--- src/rtl/cpu16_pkg.sv ---
// Shared cpu16 definitions: datapath widths, fetch FSM encoding and default reset vector.
package cpu16_pkg;

   localparam int unsigned INSTR_W = 16;
   localparam int unsigned BYTE_W  = 8;

   localparam logic [15:0] DEFAULT_RESET_PC = 16'h0000;

   typedef enum logic [1:0] {
      FS_HI,
      FS_LO,
      FS_OUT
   } fetch_state_e;

endpackage

--- src/rtl/ifetch_seq_if.sv ---
// Fetch sequencer bus: byte-wide instruction memory port, branch redirect and ir handoff.
interface ifetch_seq_if
   import cpu16_pkg::*;
#(
   parameter int unsigned PC_W   = 16,
   parameter int unsigned ICNT_W = 16
);

   logic [PC_W-1:0]    mem_addr;
   logic               mem_rd;
   logic [BYTE_W-1:0]  mem_data;
   logic               mem_rdy;
   logic               br_valid;
   logic [PC_W-1:0]    br_target;
   logic [INSTR_W-1:0] ir;
   logic [PC_W-1:0]    ir_pc;
   logic               ir_valid;
   logic               ir_ready;
   logic [PC_W-1:0]    pc;
   logic [ICNT_W-1:0]  icnt;

   modport master (
      output mem_addr, mem_rd, ir, ir_pc, ir_valid, pc, icnt,
      input  mem_data, mem_rdy, br_valid, br_target, ir_ready
   );

   modport slave (
      input  mem_addr, mem_rd, ir, ir_pc, ir_valid, pc, icnt,
      output mem_data, mem_rdy, br_valid, br_target, ir_ready
   );

endinterface

--- src/rtl/ifetch_seq.sv ---
// Instruction fetch sequencer: reads two big-endian bytes per instruction and hands the
// 16-bit word to execute over valid/ready, with branch redirect and an issue counter.
module ifetch_seq
   import cpu16_pkg::*;
#(
   parameter int unsigned     PC_W     = 16,
   parameter int unsigned     ICNT_W   = 16,
   parameter logic [PC_W-1:0] RESET_PC = PC_W'(DEFAULT_RESET_PC)
) (
   input logic          ck,
   input logic          rst,
   ifetch_seq_if.master bus
);

   fetch_state_e       state_q;
   logic [PC_W-1:0]    pc_q;
   logic [PC_W-1:0]    ir_pc_q;
   logic [BYTE_W-1:0]  hi_q;
   logic [INSTR_W-1:0] ir_q;
   logic               ir_valid_q;
   logic [ICNT_W-1:0]  icnt_q;
   logic               handshake;

   assign handshake = (state_q == FS_OUT) && ir_valid_q && bus.ir_ready;

   always_ff @(posedge ck or posedge rst) begin
      if (rst) begin
         state_q    <= FS_HI;
         pc_q       <= RESET_PC;
         ir_pc_q    <= '0;
         hi_q       <= '0;
         ir_q       <= '0;
         ir_valid_q <= 1'b0;
         icnt_q     <= '0;
      end else begin
         // A handshake coinciding with a redirect still counts as issued.
         if (handshake) begin
            icnt_q <= icnt_q + ICNT_W'(1);
         end
         if (bus.br_valid) begin
            pc_q       <= {bus.br_target[PC_W-1:1], 1'b0};
            state_q    <= FS_HI;
            ir_valid_q <= 1'b0;
         end else begin
            unique case (state_q)
               FS_HI: begin
                  if (bus.mem_rdy) begin
                     hi_q    <= bus.mem_data;
                     state_q <= FS_LO;
                  end
               end
               FS_LO: begin
                  if (bus.mem_rdy) begin
                     ir_q       <= {hi_q, bus.mem_data};
                     ir_pc_q    <= pc_q;
                     pc_q       <= pc_q + PC_W'(2);
                     ir_valid_q <= 1'b1;
                     state_q    <= FS_OUT;
                  end
               end
               FS_OUT: begin
                  if (handshake) begin
                     ir_valid_q <= 1'b0;
                     state_q    <= FS_HI;
                  end
               end
               default: state_q <= FS_HI;
            endcase
         end
      end
   end

   always_comb begin
      bus.mem_rd   = 1'b0;
      bus.mem_addr = pc_q;
      case (state_q)
         FS_HI: bus.mem_rd = 1'b1;
         FS_LO: begin
            bus.mem_rd   = 1'b1;
            bus.mem_addr = pc_q + PC_W'(1);
         end
         default: ;
      endcase
   end

   assign bus.ir       = ir_q;
   assign bus.ir_pc    = ir_pc_q;
   assign bus.ir_valid = ir_valid_q;
   assign bus.pc       = pc_q;
   assign bus.icnt     = icnt_q;

endmodule

--- src/flat_wrapper.sv ---
// flat-port wrapper written by rule: the top's interface ports become plain ports
module ifetch_seq_flat import cpu16_pkg::*;
#(
   parameter int unsigned     PC_W     = 16,
   parameter int unsigned     ICNT_W   = 16,
   parameter logic [PC_W-1:0] RESET_PC = PC_W'(DEFAULT_RESET_PC)
)
  (ck, rst, bus_mem_addr, bus_mem_rd, bus_ir, bus_ir_pc, bus_ir_valid, bus_pc, bus_icnt, bus_mem_data, bus_mem_rdy, bus_br_valid, bus_br_target, bus_ir_ready);
  ifetch_seq_if #(.PC_W(PC_W), .ICNT_W(ICNT_W)) bus_i ();
  input logic ck;
  input logic rst;
  output wire logic [$bits(bus_i.mem_addr)-1:0] bus_mem_addr;
  output wire logic [$bits(bus_i.mem_rd)-1:0] bus_mem_rd;
  output wire logic [$bits(bus_i.ir)-1:0] bus_ir;
  output wire logic [$bits(bus_i.ir_pc)-1:0] bus_ir_pc;
  output wire logic [$bits(bus_i.ir_valid)-1:0] bus_ir_valid;
  output wire logic [$bits(bus_i.pc)-1:0] bus_pc;
  output wire logic [$bits(bus_i.icnt)-1:0] bus_icnt;
  input wire logic [$bits(bus_i.mem_data)-1:0] bus_mem_data;
  input wire logic [$bits(bus_i.mem_rdy)-1:0] bus_mem_rdy;
  input wire logic [$bits(bus_i.br_valid)-1:0] bus_br_valid;
  input wire logic [$bits(bus_i.br_target)-1:0] bus_br_target;
  input wire logic [$bits(bus_i.ir_ready)-1:0] bus_ir_ready;
  assign bus_mem_addr = bus_i.mem_addr;
  assign bus_mem_rd = bus_i.mem_rd;
  assign bus_ir = bus_i.ir;
  assign bus_ir_pc = bus_i.ir_pc;
  assign bus_ir_valid = bus_i.ir_valid;
  assign bus_pc = bus_i.pc;
  assign bus_icnt = bus_i.icnt;
  assign bus_i.mem_data = bus_mem_data;
  assign bus_i.mem_rdy = bus_mem_rdy;
  assign bus_i.br_valid = bus_br_valid;
  assign bus_i.br_target = bus_br_target;
  assign bus_i.ir_ready = bus_ir_ready;
  ifetch_seq #(.PC_W(PC_W), .ICNT_W(ICNT_W), .RESET_PC(RESET_PC)) u_core (.ck(ck), .rst(rst), .bus(bus_i));
endmodule
--- config.mk ---
export PLATFORM = sky130hd
export DESIGN_NAME = ifetch_seq_flat
export DESIGN_NICKNAME = d
export VERILOG_FILES = /design/src/rtl/cpu16_pkg.sv /design/src/rtl/ifetch_seq_if.sv /design/src/rtl/ifetch_seq.sv /design/src/flat_wrapper.sv
export SDC_FILE = /design/constraint.sdc
export NUM_CORES = 1
export LEC_CHECK = 0
export CELL_PAD_IN_SITES_DETAIL_PLACEMENT = 1
export CELL_PAD_IN_SITES_GLOBAL_PLACEMENT = 2
export CORE_ASPECT_RATIO = 0.8
export CORE_MARGIN = 1
export CORE_UTILIZATION = 26
export DETAILED_ROUTE_END_ITERATION = 8
export GPL_TIMING_DRIVEN = 0
export MAX_ROUTING_LAYER = met4
export PLACE_DENSITY_LB_ADDON = 0.1
export SETUP_SLACK_MARGIN = 0.02
export SYNTH_ARGS = -nofsm -noshare
export SYNTH_HDL_FRONTEND = slang
export SYNTH_SLANG_ARGS = --single-unit
--- constraint.sdc ---
create_clock -name ck -period 2.45 [get_ports ck]
set_input_delay 0.49 -clock ck [delete_from_list [all_inputs] [get_ports ck]]
set_output_delay 0.49 -clock ck [all_outputs]
set_load 0.05 [all_outputs]
==> flow_metrics.env, run 1 <==
export IMPL_status="finished, final reports clean"
export IMPL_die_h_um=103
export IMPL_fin_hold_ws_ps=471
export IMPL_r2r_slack_ps=620
export IMPL_hpwlAfterDp_um=6300
export IMPL_r2r_end="u_core.bus.ir_pc[3]$_DFFE_PP0P_"
export IMPL_fp_dieW_um=128
export IMPL_clk_latency_ps=340
export IMPL_critical_path_class="flip-flop to output port"
export IMPL_cp_start_kind="flip-flop"
export IMPL_max_slew_worst_pin_slew_ps=545
export IMPL_drc_errors=0
export IMPL_synth_most_common_cell="dfrtp_1"
export IMPL_cts_resized_gates=0
export IMPL_grt_pass1_vias=2579
export IMPL_htreeDepth=3
export IMPL_initial_utilization=0.269
export IMPL_dp_slack_ps=-48.5
export IMPL_final_antenna_net_count=0
export IMPL_grt_pass1_wl_um=14400
export IMPL_clockBufferDepth=2
export IMPL_fillers=1341
export IMPL_hold_end="u_core.bus.icnt[15]$_DFFE_PP0P_"
export IMPL_layout_cells_non_filler=565
export IMPL_gr_total_overflow=0
export IMPL_min_delay_start="u_core.bus.icnt[15]$_DFFE_PP0P_"
export IMPL_path_cells="buf_4, nor2b_1, clkdlybuf4s50_1"
export IMPL_async_flop_share=1.00
export IMPL_routed_wl_um=8880
export IMPL_portBuffers=107
export IMPL_ys_types=38
export IMPL_cts_tree="built"
export IMPL_antenna_found_initial=0
export IMPL_synth_avg_cell_area_um2=12.3
export IMPL_wire_per_inst_um=15.7
export IMPL_hold_violations=0
export IMPL_synth_top_flop_cell="dfrtp_1"
export IMPL_core_um2=12300
export IMPL_gp_congestion=0.712
export IMPL_grt_max_degree=51
export IMPL_fin_nets=420
export IMPL_post_cts_setup_buffers=0
export IMPL_synth_edf_count=0
export IMPL_worstPathRequired_ps=1960
export IMPL_rr_worst_depth=5
export IMPL_hold_path_depth=1
export IMPL_netlist_instances=269
export IMPL_die_area_um2=13200
export IMPL_power_leakage_nw=2.04
export IMPL_rsz0062_at_grt="no"
export IMPL_synthTopCellsByCount="dfrtp_1 (73), mux2_1 (30), nand2_1 (25), xnor2_1 (21), clkbuf_1 (15)"
export IMPL_cts_sinks=73
export IMPL_power_density_nw_per_um2=1010
export IMPL_cpPeakStageDelay_ps=800
export IMPL_yosysTopAreaCell="dfrtp_1"
export IMPL_diodes=0
export IMPL_timing_final_ws_setup_ps=150
export IMPL_grtUsageTotal=0.152
export IMPL_clk_pin_slew_ps=60
export IMPL_r2r_start="u_core.state_q[1]$_DFFE_PP0P_"
export IMPL_crit_fanout=10
export IMPL_fmax_mhz=435
export IMPL_final_layout_size_suffix_gt1_frac=0.127
export IMPL_period_share=0.939
export IMPL_end_kind="output port"
export IMPL_synthesis_area_um2=3300
export IMPL_synth_warnings=0
export IMPL_finClkSkew_ps=6.55
export IMPL_finalSetupViolCount=0
export IMPL_irDropWorstVdd_uv=517
export IMPL_pin_count=111
export IMPL_cts_buffers=9
export IMPL_syn_to_final_growth_pct=48.4
export IMPL_final_util=0.399
export IMPL_ctsHoldBuffers=0
export IMPL_synth_area_top_cells="dfrtp_1 (55%), mux2_1 (10%), xnor2_1 (5.6%)"
export IMPL_max_slew_margin_rel=0.636
export IMPL_cts_root_buf="clkbuf_16"
export IMPL_synth_seq_cells=73
export IMPL_drt_pass1_iter_count=4
export IMPL_cp_arrival_ps=1810
export IMPL_num_vias=2450
export IMPL_cp_slowest_cell="clkdlybuf4s50_1"
export IMPL_seq_area_frac_synth=0.553
export IMPL_first_iter_violations=80
export IMPL_synth_top_cell_area_share=0.553
export IMPL_fin_crit_ps=2300
export IMPL_vias_per_cell=4.34
export IMPL_drv_cap=0
export IMPL_numPlacedInstances=549
export IMPL_rows=36
export IMPL_holdCritPathClass="flip-flop to flip-flop"
export IMPL_drv_slew=0
## metrics by stage
| step | TNS, ps | instance area (um^2) | total power, mW |
|---|---|---|---|
| finish | 0 | 4900 | 4.93 |
| global route | 0 | 4900 | 5.18 |
| CTS | 0 | 4900 | 5.01 |
| detailed placement | -705 | 4620 | 3.72 |
| global placement | -105990 | 4590 | 3.69 |
| floorplan | 0 | 3310 | 2.97 |
## how the worst max path moves through the flow
stage                                        startpoint                              end  slack [ps]  cells past startpoint
after floorplan                                     rst   u_core.bus.icnt[0]$_DFFE_PP0P_         110                      1
after global placement                              rst  u_core.bus.ir_pc[5]$_DFFE_PP0P_       -1450                      2
after detailed placement                    bus_mem_rdy  u_core.bus.ir_pc[3]$_DFFE_PP0P_         -50                      5
after CTS                 u_core.state_q[0]$_DFFE_PP0P_                  bus_mem_addr[0]         130                      3
after global routing      u_core.state_q[0]$_DFFE_PP0P_                  bus_mem_addr[0]          90                      3
final                     u_core.state_q[0]$_DFFE_PP0P_                  bus_mem_addr[0]         150                      3
## cells by family after synthesis
logic type | after synthesis | share of synthesized area
buffers and inverters | 31 | 0.0451
AND/OR/NAND/NOR | 74 | 0.141
XOR/XNOR | 30 | 0.0795
multiplexers | 44 | 0.150
flip-flops | 73 | 0.553
adder cells (fa/ha/maj) | 2 | 0.00757
AO/OA/AOI/OAI | 14 | 0.0231
other | 1 | 0.00114
## report_power, final
part | leakage [nW] | internal [mW] | total [mW] | switching [mW]
registers | 0.915 | 1.49 | 1.67 | 0.182
logic | 0.994 | 0.703 | 2.01 | 1.30
clock network | 0.135 | 0.715 | 1.25 | 0.540
total | 2.04 | 2.91 | 4.93 | 2.02
## state kept, by name, indices dropped and copies added, names as in the netlist
signal / count
u_core.bus.icnt: 16
u_core.bus.ir: 16
u_core.bus.ir_pc: 15
u_core.bus.pc: 15
u_core.hi_q: 8
u_core.state_q: 2
u_core.bus.ir_valid: 1
## cell usage in the layout (no fill, tap or decap), types with 2 or more instances in the layout
cell type,count
conb_1,2
nand2b_1,2
buf_4,8
inv_1,4
nand4b_1,2
nand2_1,25
nand3_1,4
nor4_2,2
clkinvlp_4,2
clkdlybuf4s50_1,107
o21ai_1,6
clkbuf_16,9
nor3_1,5
nand4_1,10
nor2_1,8
nor4_1,4
xnor2_1,21
clkinv_2,2
clkbuf_1,15
buf_2,2
mux2_2,13
dfrtp_1,73
and3_1,2
xor2_1,9
ha_1,2
mux2_1,30
o21ai_0,5
## layout make-up
| class | count | area [um^2] | area share |
|---|---|---|---|
| tap | 171 | 214 | 0.0436 |
| inverter | 5 | 21.3 | 0.00434 |
| clock inverter | 6 | 42.5 | 0.00868 |
| multi-input combinational | 166 | 1330 | 0.271 |
| sequential | 73 | 1830 | 0.373 |
| timing repair buffer | 108 | 1100 | 0.224 |
| clock buffer | 10 | 239 | 0.0487 |
| buffer | 26 | 130 | 0.0265 |
## per-layer routing
layer / vias up / global-route usage / share of wire / routed length (um)
met4: 0 / 0.0489 / 0.012 / 106
li1: 1151 / - / - / -
met5: - / - / 0 / 0
met1: 1223 / 0.199 / 0.48 / 4270
met3: 10 / 0.0457 / 0.055 / 492
met2: 66 / 0.224 / 0.45 / 4010
## worst max-delay path, delay by kind of cell, from the launching register on
kind | cells | cell delay [ps]
and+or+nand+nor | 1 | 150
buffers and inverters | 2 | 1000
DFF | 1 | 320
Note: power is estimated with default switching activity, not from simulation.
==> inputs of run 2 (changes only) <==
--- a/config.mk
+++ b/config.mk
@@ -5,13 +5,13 @@
 export SDC_FILE = /design/constraint.sdc
 export NUM_CORES = 1
 export LEC_CHECK = 0
+export CAP_MARGIN = 10
 export CELL_PAD_IN_SITES_DETAIL_PLACEMENT = 1
 export CELL_PAD_IN_SITES_GLOBAL_PLACEMENT = 2
 export CORE_ASPECT_RATIO = 0.8
 export CORE_MARGIN = 1
 export CORE_UTILIZATION = 26
 export DETAILED_ROUTE_END_ITERATION = 8
-export GPL_TIMING_DRIVEN = 0
 export MAX_ROUTING_LAYER = met4
 export PLACE_DENSITY_LB_ADDON = 0.1
 export SETUP_SLACK_MARGIN = 0.02
==> flow_metrics.env, run 2 (synthesized netlist as in run 1, its figures left out) <==
export IMPL_finClkSkew_ps=7.20
export IMPL_r2r_start="u_core.bus.pc[1]$_DFFE_PP0P_"
export IMPL_core_um2=12300
export IMPL_crit_fanout=10
export IMPL_clockPowerShare=0.267
export IMPL_fp_dieW_um=128
export IMPL_pin_count=111
export IMPL_cts_buffers=9
export IMPL_clk_latency_ps=340
export IMPL_antenna_found_initial=0
export IMPL_power_density_nw_per_um2=1020
export IMPL_irDropWorstVdd_uv=513
export IMPL_ctsHoldBuffers=0
export IMPL_final_util=0.399
export IMPL_grt_pass1_wl_um=13800
export IMPL_endpoint="bus_mem_rd"
export IMPL_portBuffers=107
export IMPL_final_antenna_net_count=0
export IMPL_gp_congestion=0.697
export IMPL_final_layout_size_suffix_gt1_frac=0.138
export IMPL_wire_per_inst_um=15.6
export IMPL_cp_slowest_cell="clkdlybuf4s50_1"
export IMPL_fmax_mhz=445
export IMPL_fin_crit_ps=2250
export IMPL_critical_path_class="flip-flop to output port"
export IMPL_first_iter_violations=37
export IMPL_final_cell_mix="clkdlybuf4s50_1 (106), dfrtp_1 (73), mux2_1 (30)"
export IMPL_num_vias=2409
export IMPL_multi_input_area_um2=1340
export IMPL_place_area_um2=4600
export IMPL_diodes=0
export IMPL_final_common_cell="clkdlybuf4s50_1"
export IMPL_rsz0062_at_grt="no"
export IMPL_internal_power_mw=2.98
export IMPL_status="finished, final reports clean"
export IMPL_gr_total_overflow=0
export IMPL_clockBufferDepth=2
export IMPL_p_sw_frac=0.405
export IMPL_p_sw_mw=2.03
export IMPL_startpoint="u_core.state_q[1]$_DFFE_PP0P_"
export IMPL_drv_cap=0
export IMPL_initial_utilization=0.269
export IMPL_cts_tree="built"
export IMPL_die_area_um2=13200
export IMPL_max_slew_worst_pin_slew_ps=547
export IMPL_p_comb_frac=0.398
export IMPL_r2r_slack_ps=630
export IMPL_p_total_mw=5.01
export IMPL_htreeDepth=3
export IMPL_cts_resized_gates=0
export IMPL_path_cells="inv_1, clkdlybuf4s50_1"
export IMPL_cts_root_buf="clkbuf_16"
export IMPL_hold_violations=0
export IMPL_clk_pin_slew_ps=60
export IMPL_fin_nets=404
export IMPL_grtUsageTotal=0.146
export IMPL_routed_wl_um=8560
export IMPL_grt_max_degree=74
export IMPL_dp_slack_ps=107
export IMPL_period_share=0.917
export IMPL_syn_to_final_growth_pct=48.5
export IMPL_tns_ps=0
export IMPL_max_slew_margin_rel=0.634
export IMPL_worstPathRequired_ps=1960
export IMPL_power_leakage_nw=2.03
export IMPL_r2r_end="u_core.bus.pc[13]$_DFFE_PP0P_"
export IMPL_vias_per_cell=4.39
export IMPL_cts_sinks=73
export IMPL_post_cts_setup_buffers=0
export IMPL_seq_area_um2=1830
export IMPL_rows=36
export IMPL_fillers=1323
export IMPL_finalSetupViolCount=0
export IMPL_final_area_um2=4900
export IMPL_holdCritPathClass="flip-flop to flip-flop"
export IMPL_drv_slew=0
export IMPL_die_h_um=103
export IMPL_drc_errors=0
export IMPL_timing_final_ws_setup_ps=204
export IMPL_end_kind="output port"
export IMPL_rr_worst_depth=5
export IMPL_cp_arrival_ps=1760
export IMPL_cpPeakStageDelay_ps=800
export IMPL_power_frac_seq=0.335
export IMPL_drt_pass1_iter_count=4
export IMPL_grt_pass1_vias=2500
export IMPL_cp_start_kind="flip-flop"
export IMPL_hpwlAfterDp_um=5960
run 2: changes by cell type in the layout (fill, tap and decap cells not counted), sizes merged:
cell,before,now
clkinv,3,2
clkinvlp,2,3
bufinv,0,1
clkdlybuf4s50,107,106
clkbuf,25,9
run 2: worst min path at each step:
| stage | from | endpoint | slack (ps) | cells past startpoint |
|---|---|---|---|---|
| after floorplan | u_core.hi_q[2]$_DFFE_PP0P_ | u_core.bus.ir[10]$_DFFE_PP0P_ | 460 | 1 |
| after global placement | u_core.bus.icnt[15]$_DFFE_PP0P_ | u_core.bus.icnt[15]$_DFFE_PP0P_ | 470 | 1 |
| after detailed placement | u_core.bus.icnt[15]$_DFFE_PP0P_ | u_core.bus.icnt[15]$_DFFE_PP0P_ | 460 | 1 |
| after CTS | u_core.bus.icnt[15]$_DFFE_PP0P_ | u_core.bus.icnt[15]$_DFFE_PP0P_ | 480 | 1 |
| after global routing | u_core.bus.ir[1]$_DFFE_PP0P_ | u_core.bus.ir[1]$_DFFE_PP0P_ | 500 | 1 |
| final | u_core.bus.icnt[15]$_DFFE_PP0P_ | u_core.bus.icnt[15]$_DFFE_PP0P_ | 470 | 1 |
run 2: through the flow:
stage / hold WS [ps] / std cells
after floorplan: 460 / 270
after global placement: 466 / 533
after detailed placement: 460 / 533
after CTS: 478 / 549
after global routing: 503 / 549
final: 471 / 549
run 2: routing by layer:
metal | vias to the layer above | GRT usage | share of wire
met5 | - | - | 0
met4 | 0 | 0.0570 | 0.011
met3 | 7 | 0.0441 | 0.051
met2 | 70 | 0.206 | 0.43
met1 | 1202 | 0.196 | 0.51
li1 | 1130 | - | -
run 2: layout make-up:
cell class	count	share of cell area
Clock buffer	9	0.0459
Inverter	5	0.00408
Multi-Input combinational cell	166	0.273
Clock inverter	7	0.0161
Timing Repair Buffer	118	0.245
Sequential cell	73	0.372
Tap cell	171	0.0436
run 2: power groups by stage:
stage / Sequential [mW] / Combinational [mW] / Clock, mW
floorplan: 2.54 / 0.431 / 0
CTS: 1.68 / 2.01 / 1.40
global route: 1.73 / 2.08 / 1.43
global placement: 1.69 / 2.00 / 0
finish: 1.68 / 1.99 / 1.34
detailed placement: 1.70 / 2.01 / 0
run 2: worst max-delay path, delay by kind of cell (launching register included):
family                 cells  cell delay [ps]
buffers and inverters      2              920
flip-flops                 1              500
==> inputs of run 3 (changes only) <==
--- a/config.mk
+++ b/config.mk
@@ -15,6 +15,7 @@
 export MAX_ROUTING_LAYER = met4
 export PLACE_DENSITY_LB_ADDON = 0.1
 export SETUP_SLACK_MARGIN = 0.02
+export SLEW_MARGIN = 20
 export SYNTH_ARGS = -nofsm -noshare
 export SYNTH_HDL_FRONTEND = slang
 export SYNTH_SLANG_ARGS = --single-unit
==> results of run 3 <==
Same layout as run 2: the final DEF is identical, and so are final timing and power.
